==> src/rtl/tzn_iter.sv <==
// rtl/tzn_iter.sv - iterative segment-serial trailing/leading zero counter
//
// Scans the operand one SEG-bit segment per cycle, stopping at the first
// nonzero segment. Leading-zero requests are bit-reversed on accept so the
// scan engine only ever counts trailing zeros.
//
// Ports:
//   clk_i        clock, rising edge
//   rst_i        synchronous active-high reset
//   valid_i      request valid
//   ready_o      request can be accepted (IDLE and not in reset)
//   a_i          operand, sampled on accept
//   lead_i       0 = trailing zeros, 1 = leading zeros, sampled on accept
//   valid_o      result valid (DONE)
//   ready_i      consumer takes the result
//   numz_o       zero count, 0..WIDTH
//   all_zeros_o  operand was all zeros
module tzn_iter #(
  parameter int WIDTH = 32,
  parameter int SEG   = 8
) (
  input  logic                     clk_i,
  input  logic                     rst_i,
  input  logic                     valid_i,
  output logic                     ready_o,
  input  logic [WIDTH-1:0]         a_i,
  input  logic                     lead_i,
  output logic                     valid_o,
  input  logic                     ready_i,
  output logic [$clog2(WIDTH):0]   numz_o,
  output logic                     all_zeros_o
);

  localparam int NSEG = WIDTH / SEG;
  localparam int IW   = (NSEG > 1) ? $clog2(NSEG) : 1;
  localparam int CW   = $clog2(WIDTH) + 1;

  typedef enum logic [1:0] {IDLE, SCAN, DONE} state_t;

  state_t          state_q, state_d;
  logic [IW-1:0]   idx_q, idx_d;
  logic [WIDTH-1:0] opnd_q, opnd_d;
  logic [CW-1:0]   numz_q, numz_d;
  logic            az_q, az_d;

  logic [WIDTH-1:0] a_rev;
  logic [CW-1:0]    seg_base;
  logic [SEG-1:0]   seg;
  logic [CW-1:0]    seg_tz;
  logic             seg_nz;
  logic             last_seg;

  always_comb begin
    a_rev = '0;
    for (int i = 0; i < WIDTH; i++) begin
      a_rev[i] = a_i[WIDTH-1-i];
    end
  end

  // Count arithmetic stays at CW bits; (NSEG-1)*SEG + (SEG-1) < WIDTH fits.
  assign seg_base = CW'(idx_q) * CW'(SEG);
  assign seg      = SEG'(opnd_q >> seg_base);
  assign seg_nz   = |seg;
  assign last_seg = (idx_q == IW'(NSEG - 1));

  // Scan from the top bit down so the lowest set bit is the one that sticks.
  always_comb begin
    seg_tz = '0;
    for (int i = SEG - 1; i >= 0; i--) begin
      if (seg[i]) seg_tz = CW'(i);
    end
  end

  always_comb begin
    state_d = state_q;
    idx_d   = idx_q;
    opnd_d  = opnd_q;
    numz_d  = numz_q;
    az_d    = az_q;
    case (state_q)
      IDLE: begin
        if (valid_i) begin
          opnd_d  = lead_i ? a_rev : a_i;
          idx_d   = '0;
          state_d = SCAN;
        end
      end
      SCAN: begin
        if (seg_nz) begin
          numz_d  = seg_base + seg_tz;
          az_d    = 1'b0;
          state_d = DONE;
        end else if (last_seg) begin
          numz_d  = CW'(WIDTH);
          az_d    = 1'b1;
          state_d = DONE;
        end else begin
          idx_d = idx_q + 1'b1;
        end
      end
      DONE: begin
        if (ready_i) state_d = IDLE;
      end
      default: state_d = IDLE;
    endcase
  end

  always_ff @(posedge clk_i) begin
    if (rst_i) begin
      state_q <= IDLE;
      idx_q   <= '0;
      opnd_q  <= '0;
      numz_q  <= '0;
      az_q    <= 1'b0;
    end else begin
      state_q <= state_d;
      idx_q   <= idx_d;
      opnd_q  <= opnd_d;
      numz_q  <= numz_d;
      az_q    <= az_d;
    end
  end

  assign ready_o     = (state_q == IDLE) && !rst_i;
  assign valid_o     = (state_q == DONE);
  assign numz_o      = numz_q;
  assign all_zeros_o = az_q;

endmodule

==> config.mk <==
export PLATFORM = sky130hd
export DESIGN_NAME = tzn_iter
export DESIGN_NICKNAME = d
export VERILOG_FILES = /design/src/rtl/tzn_iter.sv
export SDC_FILE = /design/constraint.sdc
export NUM_CORES = 1
export LEC_CHECK = 0
export CAP_MARGIN = 40
export CORE_ASPECT_RATIO = 1.75
export CORE_MARGIN = 3
export CORE_UTILIZATION = 51
export DETAILED_ROUTE_END_ITERATION = 6
export HOLD_SLACK_MARGIN = 0.08
export PLACE_DENSITY = 0.8
export SYNTH_ARGS = -nofsm -noshare
export SYNTH_HDL_FRONTEND = slang
export SYNTH_SLANG_ARGS = --single-unit
==> constraint.sdc <==
create_clock -name clk_i -period 4.5 [get_ports clk_i]
set_clock_uncertainty 0.1 [all_clocks]
set_input_delay 0.675 -clock clk_i [delete_from_list [all_inputs] [get_ports clk_i]]
set_output_delay 0.675 -clock clk_i [all_outputs]
set_load 0.02 [all_outputs]
# Word-level counts from Yosys, hierarchy flattened
# Cells that the tools add are included.
dict set report totals {
  out_inout_bits 9
  elab_cells 48
  reg_bits 43
  input_bits 37
}
dict set report classes {
  shifts 1
  muxes 22
  n_addsub 2
  n_reduce_logical 10
  eq_ne 8
}
# op count
set op_table {}
lappend op_table {{6-bit 2-to-1 mux} 9}
lappend op_table {{32-bit 2-to-1 mux} 1}
lappend op_table {{32-bit by 5-bit right shift with 8-bit output} 1}
lappend op_table {{2-bit 2-to-1 mux} 7}
lappend op_table {{8-bit OR reduction} 1}
lappend op_table {{5-bit by 6-bit adder with 6-bit output} 1}
lappend op_table {{2-bit != test (second input constant)} 3}
lappend op_table {{2-bit one-hot mux with 3 select lines} 1}
lappend op_table {{2-bit equality test (second input constant)} 2}
lappend op_table {{2-bit one-hot mux with 2 select lines} 1}
lappend op_table {{2-bit AND reduction} 2}
lappend op_table {{4-bit AND reduction} 1}
lappend op_table {{2-bit nonzero test} 2}
lappend op_table {{3-bit 2-to-1 mux} 1}
lappend op_table {{3-bit != test (second input constant)} 1}
lappend op_table {{3-bit AND reduction} 1}
lappend op_table {{2-bit by 1-bit adder with 2-bit output (second input constant)} 1}
lappend op_table {{2-bit by 1-bit equality test with 1-bit output (second input constant)} 1}
lappend op_table {{2-bit zero test} 1}
lappend op_table {{1-bit 2-to-1 mux} 2}
lappend op_table {{2-bit by 1-bit != test with 1-bit output (second input constant)} 1}
lappend op_table {{1-bit logical AND} 1}
lappend op_table {{1-bit zero test} 1}

# Depth between registers and ports, before layout
# Gate-level depths: netlist of run 1.
dict set report logic_depth {
  ltp_word 11
  depth_mapped 6
  depth_no_buf 5
}

# Worst setup path before layout of run 1
# Ideal clock, no wire load.
dict set report synth_timing {
  path_type {reg2reg}
  startpoint {register idx_q[0]}
  endpoint {register idx_q[0]}
  synth_period_minus_slack_ns 2.382
  required_time_ns 4.279
  setup_slack_ns 2.118
  path_stages_with_launch 7
  arrival_ns 2.161
  path_buffers 1
  path_cell_list {dfxtp_1 -> buf_6 -> mux4_2 -> or4_4 -> nor3_2 -> nand2_2 -> mux2_4}
}
dict set report synth_via {
  elab_chain_len 4
  elab_cells_between_ends 10
  classes_between {add/sub (1); eq/ne (3); shift (1); mux (3); reduce/logical (2)}
}
# item line
set synth_lines {}
lappend synth_lines {{from (decl)} 41} ;# logic [IW-1:0] idx_q, idx_d;
lappend synth_lines {{from (signal assigned)} 117} ;# idx_q <= idx_d;
lappend synth_lines {{32-bit by 5-bit right shift with 8-bit output / 2-bit by 1-bit adder with 2-bit output (equally long branches)} {62, 98}}
lappend synth_lines {{8-bit OR reduction / 2-bit 2-to-1 mux (equally long branches)} {63, 93}}
lappend synth_lines {{2-bit != test (no line) / 2-bit 2-to-1 mux (equally long branches)} n/a}
lappend synth_lines {{4-bit AND reduction (no line) / 2-bit one-hot mux with 2 select lines (equally long branches)} n/a}
# Parallel ways exist; a longest one is shown, timed or not. The select of a mux whose other input is x is not followed.
# A chain may end at the register's enable or synchronous reset.

# Worst setup path after layout of run 1
dict set report layout_timing {
  startpoint {input port rst_i}
  endpoint {output port ready_o}
}
dict set report layout_via {
  elab_chain_len 2
}
# item line
set layout_lines {}
lappend layout_lines {{from (decl)} 23} ;# input logic rst_i,
lappend layout_lines {{1-bit zero test} 124} ;# assign ready_o = (state_q == IDLE) && !rst_i;
lappend layout_lines {{1-bit logical AND} 124}
lappend layout_lines {{to (decl)} 25} ;# output logic ready_o,
# No other way between the ends.

==> metrics, run 1 <==
status=finished, final reports clean; hold_ws=0.3602 ns; pwr dens=329.3 nW/µm²; P&R area growth vs syn=25.31%; syn_area_per_cell=9.980 µm²; hold crit path type=reg -> reg; Async S/R FF share, synth=0; Top FF cell, synth=dfxtp_1; Worst Setup Start Kind=primary input; worst-skew pair later-pin latency=0.29 ns; initial antenna violation count=0; MaxCap Viol Count=0; CTS Buf Count=5; Overflow after GRT=0; Routed Antenna Nets=0; hold_buf cts=0; syn_nets=250; first-pass GRT wire length=6934 µm; Post-CTS Setup Inserts=0; # setup viols final=0; Leakage=0.001025 µW; nets=284; # IOs=46; Fin. Hold Viols=0; routed via count=1657; Final Cycle Share=0.6523; largest cells by area after synthesis=dfxtp_1 (40%), mux2i_1 (16%), a211oi_1 (11%), nor2_1 (7.1%), mux4_2 (5.3%); Critical Path Fanout Max=45; routability cong.=0.7559; Synth top area share=0.3974; Vias/cell=5.617; largest net degree at the start of global routing=52; CTS resizes=0; Die Y=91.21 µm; Crit. End Element=output pin; starting density of the core=0.5368; cell taking the most area after synthesis=dfxtp_1; register bit count reported by yosys=42; Reg clk slew, reported paths=0.07 ns; area of the multi-input gates=1182 µm²; layout cells sized above 1=0.09312; clk root buf=clkbuf_8; worst vdd ir=0.0003024 V; Slew Viols, Final=0; min Tclk post-route=2.935 ns; vias in the first global route=1598; Ys Warns=0; Reg area=840.8 µm²; row cnt=30; TritonCTS clock tree=built; Yosys cell types=32; Filler Cells Inserted=322; wire length per cell=13.80 µm; Post-Syn Area=2116 µm²; overall routing resource usage=0.1870; setup TNS=0 ns; ANT cells=0; DR iter-0 viols=19; die area=4988 µm²; CTS sink cnt=42; slew at the pin closest to its max-slew limit=0.8950 ns; arrival time at the worst endpoint=2.16 ns; Clock Tree Buf Depth=2; max_slew headroom=0.4033; H-tree depth=2; Post-Route WL=4072 µm; dpl hpwl=2994 µm; core box area=3941 µm²; register area share after synthesis=0.3974; CP required=3.72 ns; RSZ-0062 raised after global routing=no; remaining routing DRC violations=0; EDFF count, synth=0; fmax=0.3407 GHz; Syn Inst Count=212; Die X=54.69 µm; input/output buffers=45; Crit Path Class=in -> out; DRT Pass-1 Iters=3
-- flip-flops by register name, summed over array words and instances, names as in the netlist --
register  cells
numz_o        6
idx_q         2
opnd_q       32
state_q       2
-- final cells by class --
class                   count  area share
clock buffers               7     0.03256
clock inverters             1    0.001888
inverters                   1    0.001416
multi-input cells         149      0.4460
flip-flops and latches     42      0.3171
well taps                  48     0.02265
repair buffers             47      0.1784
-- stage by stage --
step	instance area, µm²	cells	worst slack [ns]	power (µW)	utilization
after floorplan	2116	212	2.118	568.6	-
after global placement	2540	286	1.564	627.5	0.6444
after detailed placement	2560	287	1.574	636.8	0.6495
after CTS	2651	295	1.575	879.3	0.6727
after global routing	2651	295	1.507	923.2	0.6727
final	2651	295	1.565	873.1	0.6727
-- worst paths after layout --
path	end	slack, ns	from	depth (start not counted)
setup / recovery	ready_o	1.56	rst_i	4
hold / removal	numz_o[1]	0.36	numz_o[1]	2
setup reg to reg	idx_q[0]	1.63	idx_q[0]	5
hold reg to reg	numz_o[1]	0.36	numz_o[1]	2
-- cells in the final DEF, fill, tap and decap left out, types with 2 or more instances in the layout --
cell type and n:
a211oi_1 32, a21oi_1 5, a32oi_1 2, clkbuf_8 6, clkdlybuf4s50_1 44, dfxtp_1 42
mux2i_1 33, mux4_1 3, mux4_2 5, nand2_1 4, nand2b_1 3, nor2_1 40
nor2b_1 3, nor3_1 2, o21ai_0 2, or4_4 2
-- kinds of logic (layout without fill, tap and decap cells) --
logic type,count (synthesis),after routing,share of synthesized area
simple gates,60,60,0.1319
compound gates,46,46,0.1668
buf+inv,21,56,0.04435
flops,42,42,0.3974
mux,42,42,0.2537
fa+ha+maj,1,1,0.005913
-- report_power, final --
group	leakage (µW)	internal [µW]	switching, µW	total (µW)
combinational	0.000630	104	96.0	200
clock	0.0000482	124	121	245
sequential	0.000347	407	21.0	428
-- per-layer routing --
layer | part of all wire | wire, µm | track usage
met1 | 0.42 | 1721 | 0.2173
met2 | 0.53 | 2144 | 0.3073
met3 | 0.031 | 128 | 0.04598
met4 | 0.019 | 77 | 0.08316
met5 | 0 | 0 | 0
-- synth_stat cells, types with 2 or more instances --
cell type / instances
dfxtp_1: 42
nor2_1: 40
mux2i_1: 33
a211oi_1: 32
clkbuf_1: 15
a21oi_1: 5
mux4_2: 5
nand2_1: 4
mux4_1: 3
nand2b_1: 3
nor2b_1: 3
a32oi_1: 2
buf_1: 2
buf_4: 2
nor3_1: 2
o21ai_0: 2
or4_4: 2
-- critical path, stage by stage --
cell and delay, ns:
clkdlybuf4s50_1 0.45, buf_4 0.40, nor3_1 0.08, clkdlybuf4s50_1 0.55
Power figures use the tool's default switching activity.
==> inputs of run 2 (changes only) <==
- CORE_UTILIZATION: 51 -> 45
- PLACE_DENSITY: 0.8 -> 0.75
- clock period: 4.5 -> 2.7 ns (I/O delays scaled with it)
==> run 2 against run 1 <==
Effect of this change: combinational power grew 69%; power grew 90%; clock power grew 150%; global-route usage shrank 2.5 points; hold slack lost 0.0019 ns; die area grew 12%; sequential share of layout area shrank 0.87 points; count of clock-buffer cells in the layout shrank 1; flip-flop and latch count is the same; final area grew 3.0%; core utilization shrank 6.4 points; largest power group unchanged; first-iteration DRC count grew 84%.
==> metrics, run 2 (same netlist as run 1, synthesis figures left out) <==
Final Cycle Share=0.9320; worst r2r src=idx_q[0]; Overflow after GRT=0; wire length per cell=13.65 µm; # setup viols final=0; initial antenna violation count=0; Die Y=96.71 µm; worst-skew pair later-pin latency=0.29 ns; fmax=0.3974 GHz; Crit. End Element=flip-flop; row cnt=32; setup TNS=0 ns; Vias/cell=5.691; max_slew headroom=0.4288; MaxCap Viol Count=0; Logic pwr share=0.204; CTS Buf Count=5; remaining routing DRC violations=0; sequential power share=0.430; status=finished, final reports clean; CTS sink cnt=42; routed via count=1713; P&R area growth vs syn=29.04%; Critical Path Fanout Max=5; DR iter-0 viols=35; Worst Setup Start Kind=flip-flop; hold_buf cts=0; Die X=57.84 µm; Int Pwr=1249 µW; H-tree depth=2; placed insts=293; Post-Route WL=4109 µm; pwr dens=607.1 nW/µm²; slew at the pin closest to its max-slew limit=0.8568 ns; Finished Layout Cells=301; Leakage=0.001065 µW; input/output buffers=45; TritonCTS clock tree=built; Slew Viols, Final=0; Net Switching=408.1 µW; die area=5593 µm²; Routed Antenna Nets=0; commonest non-fill, non-tap cell in the layout=clkdlybuf4s50_1; starting density of the core=0.4718; routability cong.=0.7626; dpl hpwl=3166 µm; Clock Power Share=0.366; largest net degree at the start of global routing=45; nets=287; min Tclk post-route=2.516 ns; Crit Path Class=reg -> reg; DP Area=2586 µm²; largest register by flop count=opnd_q; ANT cells=0; core box area=4484 µm²; # IOs=46; DRT Pass-1 Iters=7; Crit. Startpoint=idx_q[0]; Fin. Hold Viols=0; first-pass GRT wire length=7258 µm; Reg clk slew, reported paths=0.08 ns; overall routing resource usage=0.1617; most frequent cells in the layout=clkdlybuf4s50_1 (44), dfxtp_1 (41), nor2_1 (40); vias in the first global route=1640; layout cells sized above 1=0.1120; max reg flops=32; Clock Tree Buf Depth=2; clk root buf=clkbuf_8; hold_sp=numz_o[1]; hold crit path type=reg -> reg; RSZ-0062 raised after global routing=no; sw frac=0.2462; arrival time at the worst endpoint=2.60 ns; worst vdd ir=0.0005779 V; CP required=2.78 ns; final instance area=2730 µm²
## run 2: final cells by class
type                            instances  area [µm²]
Fill cell                             377        1754
Multi-Input combinational cell        149        1182
Sequential cell                        42       842.1
Timing Repair Buffer                   50       495.5
Clock buffer                            6       82.58
Tap cell                               51       63.81
Clock inverter                          2       60.06
Inverter                                1       3.754
## run 2: worst max-delay path, stage by stage (launching register included)
cell and delay, ns:
dfxtp_2 0.39, buf_4 0.17, mux4_1 0.60, or4_4 0.54
nor3_2 0.15, nand2_2 0.11, mux2_4 0.34
## run 2: metrics by stage
stage | hold slack, ns | power, µW | utilization | setup WS [ns]
finish | 0.3583 | 1657 | 0.6088 | 0.1836
global route | 0.3838 | 1733 | 0.6088 | 0.05965
CTS | 0.3583 | 1671 | 0.6085 | 0.08185
detailed placement | 0.3476 | 1069 | 0.5767 | 0.1111
global placement | 0.3430 | 1060 | 0.5767 | 0.1282
floorplan | 0.3735 | 947.6 | - | 0.3180
## run 2: power by group through the flow
stage / Combinational, µW / Sequential, µW / Clock (µW)
after floorplan: 231 / 717 / 0
after global placement: 333 / 727 / 0
after detailed placement: 342 / 728 / 0
after CTS: 342 / 714 / 616
after global routing: 381 / 719 / 633
final: 338 / 713 / 607
## run 2: what timing repair did
| action | in CTS | in global routing |
|---|---|---|
| endpoints found under the hold margin | 0 | 0 |
| resized for setup | 0 | 1 |
| endpoints found under the setup margin | 0 | 1 |
| setup buffers | 0 | 0 |
## run 2: final timing paths
| check | end | slack, ns | cells past startpoint |
|---|---|---|---|
| worst min-delay path | numz_o[1] | 0.36 | 2 |
| worst min register to register | numz_o[1] | 0.36 | 2 |
| worst max register to register | idx_q[0] | 0.18 | 6 |
| worst max-delay path | idx_q[0] | 0.18 | 6 |
## run 2: routing by layer
metal | track usage | share of wire | vias up | wire, µm
met1 | 0.1983 | 0.40 | 782 | 1627
met4 | 0.07679 | 0.021 | 0 | 87
met2 | 0.2613 | 0.54 | 49 | 2212
met3 | 0.03605 | 0.045 | 8 | 183
li1 | - | - | 874 | -
met5 | 0 | 0 | - | 0
==> inputs of run 3 (changes only) <==
- PLACE_DENSITY: 0.75 -> 0.84
- REMOVE_ABC_BUFFERS: default -> 1
==> run 3 against run 2 <==
Effect of this change: first-iteration DRC count grew 5.7%; core utilization down 1.5 points; critical path depth stayed put; register-to-register slack got worse by 0.02 ns; hold slack improved by 0.012 ns; sequential share of layout area is 0.77 points higher; final cell count shrank 0.33%; power down 14%; non-clock buffer count did not move; flip-flop and latch count did not move; worst setup slack worse by 0.017 ns; highest routed layer unchanged.
==> metrics, run 3 (same netlist as run 1, synthesis figures left out) <==
Leakage=0.001032 µW; worst-skew pair later-pin latency=0.29 ns; Final Cycle Share=0.9381; largest register by flop count=opnd_q; overall routing resource usage=0.1601; dpl hpwl=3170 µm; pwr dens=534.3 nW/µm²; worst vdd ir=0.0003655 V; max_slew headroom=0.4689; TritonCTS clock tree=built; Overflow after GRT=0; # setup viols final=0; starting density of the core=0.4718; Clock Power Share=0.262; Slew Viols, Final=0; die area=5593 µm²; remaining routing DRC violations=0; fmax=0.3948 GHz; MaxCap Viol Count=0; max reg flops=32; hold crit path type=reg -> reg; Post-CTS Setup Inserts=0; Logic pwr share=0.237; commonest non-fill, non-tap cell in the layout=clkdlybuf4s50_1; Fin. Hold Viols=0; Post-Route WL=4174 µm; layout cells sized above 1=0.1004; CP required=2.78 ns; # IOs=46; wire length per cell=13.91 µm; status=finished, final reports clean; DRT Pass-1 Iters=4; Vias/cell=5.623; nets=287; Reg clk slew, reported paths=0.07 ns; sw frac=0.2750; Tot Pwr=1423 µW; Clock Tree Buf Depth=2; Die Y=96.71 µm; input/output buffers=45; Die X=57.84 µm; Crit path max-delay family=multiplexers; Routed Antenna Nets=0; vias in the first global route=1615; CTS sink cnt=42; routability cong.=0.8075; row cnt=32; DR iter-0 viols=37; arrival time at the worst endpoint=2.61 ns; hold_buf cts=0; setup TNS=0 ns; first-pass GRT wire length=7169 µm; clk root buf=clkbuf_8; initial antenna violation count=0; min Tclk post-route=2.533 ns; most frequent cells in the layout=clkdlybuf4s50_1 (44), dfxtp_1 (41), nor2_1 (40); Crit Path Class=reg -> reg; sum of buffers and inverters on the critical path=1; Worst Setup Start Kind=flip-flop; slew at the pin closest to its max-slew limit=0.7950 ns; crit path cell chain=buf_4 -> mux4_2 -> or4_4 -> nor3_2 -> nand2_2 -> mux2_4; routed via count=1687; sequential power share=0.501; core box area=4484 µm²; largest net degree at the start of global routing=45; Critical Path Fanout Max=7; P&R area growth vs syn=25.90%; Net Switching=391.4 µW; CTS Buf Count=5; ANT cells=0; Int Pwr=1032 µW; RSZ-0062 raised after global routing=no; H-tree depth=2; Filler Cells Inserted=401; Crit. End Element=flip-flop; Critical Path Max Stage Delay=0.54 ns; fin util=0.5940; Worst path slowest cell=or4_4
## run 3: cell count changes in the layout (fill, tap and decap cells not counted)
cell | previous run | this run
clkbuf_8 | 6 | 5
bufinv_16 | 2 | 0
clkbuf_1 | 0 | 2
## run 3: power by group through the flow
stage                     clock (µW)  sequential (µW)  combinational (µW)
after global routing             403              719                 378
after detailed placement           0              729                 339
final                            373              713                 337
after floorplan                    0              719                 204
after global placement             0              726                 329
after CTS                        381              714                 341
## run 3: final timing paths
path             start         to  slack (ns)  cells past startpoint
max           idx_q[0]   idx_q[0]        0.17                      6
min          numz_o[1]  numz_o[1]        0.37                      2
max reg2reg   idx_q[0]   idx_q[0]        0.17                      6
min reg2reg  numz_o[1]  numz_o[1]        0.37                      2
## run 3: final cells by class
cell class / count / area (µm²) / share of cell area
clock buffers: 7 / 76.32 / 0.02865
flip-flops and latches: 42 / 842.1 / 0.3161
well taps: 51 / 63.81 / 0.02395
multi-input cells: 149 / 1182 / 0.4439
inverters: 1 / 3.754 / 0.001409
repair buffers: 50 / 495.5 / 0.1860
## run 3: worst reg2reg max path, delay by kind of cell, from the launching register on
family        cells  cell delay [ns]
simple gates      3             0.85
flops             1             0.44
buf+inv           1             0.18
mux               2             0.86
## run 3: layer usage
metal,vias up,global-route usage,part of all wire
li1,864,-,-
met3,9,0.02537,0.034
met4,0,0.06786,0.023
met1,774,0.1780,0.37
met5,-,0,0
met2,40,0.2883,0.57
## run 3: what timing repair did
| item | CTS | global route |
|---|---|---|
| gates resized for setup | 0 | 1 |
| endpoints found under the hold margin | 0 | 0 |
| setup endpoints to repair | 0 | 5 |
## run 3: per-stage QoR
stage / setup slack, ns / instance area [µm²] / instances / hold WS [ns]
3_3_place_gp: 0.08657 / 2586 / 293 / 0.3471
2_1_floorplan: 0.02858 / 2026 / 192 / 0.3684
4_1_cts: 0.03652 / 2663 / 300 / 0.3694
3_5_place_dp: 0.04296 / 2586 / 293 / 0.3590
5_1_grt: 0.07951 / 2664 / 300 / 0.4028
6_report: 0.1670 / 2664 / 300 / 0.3706
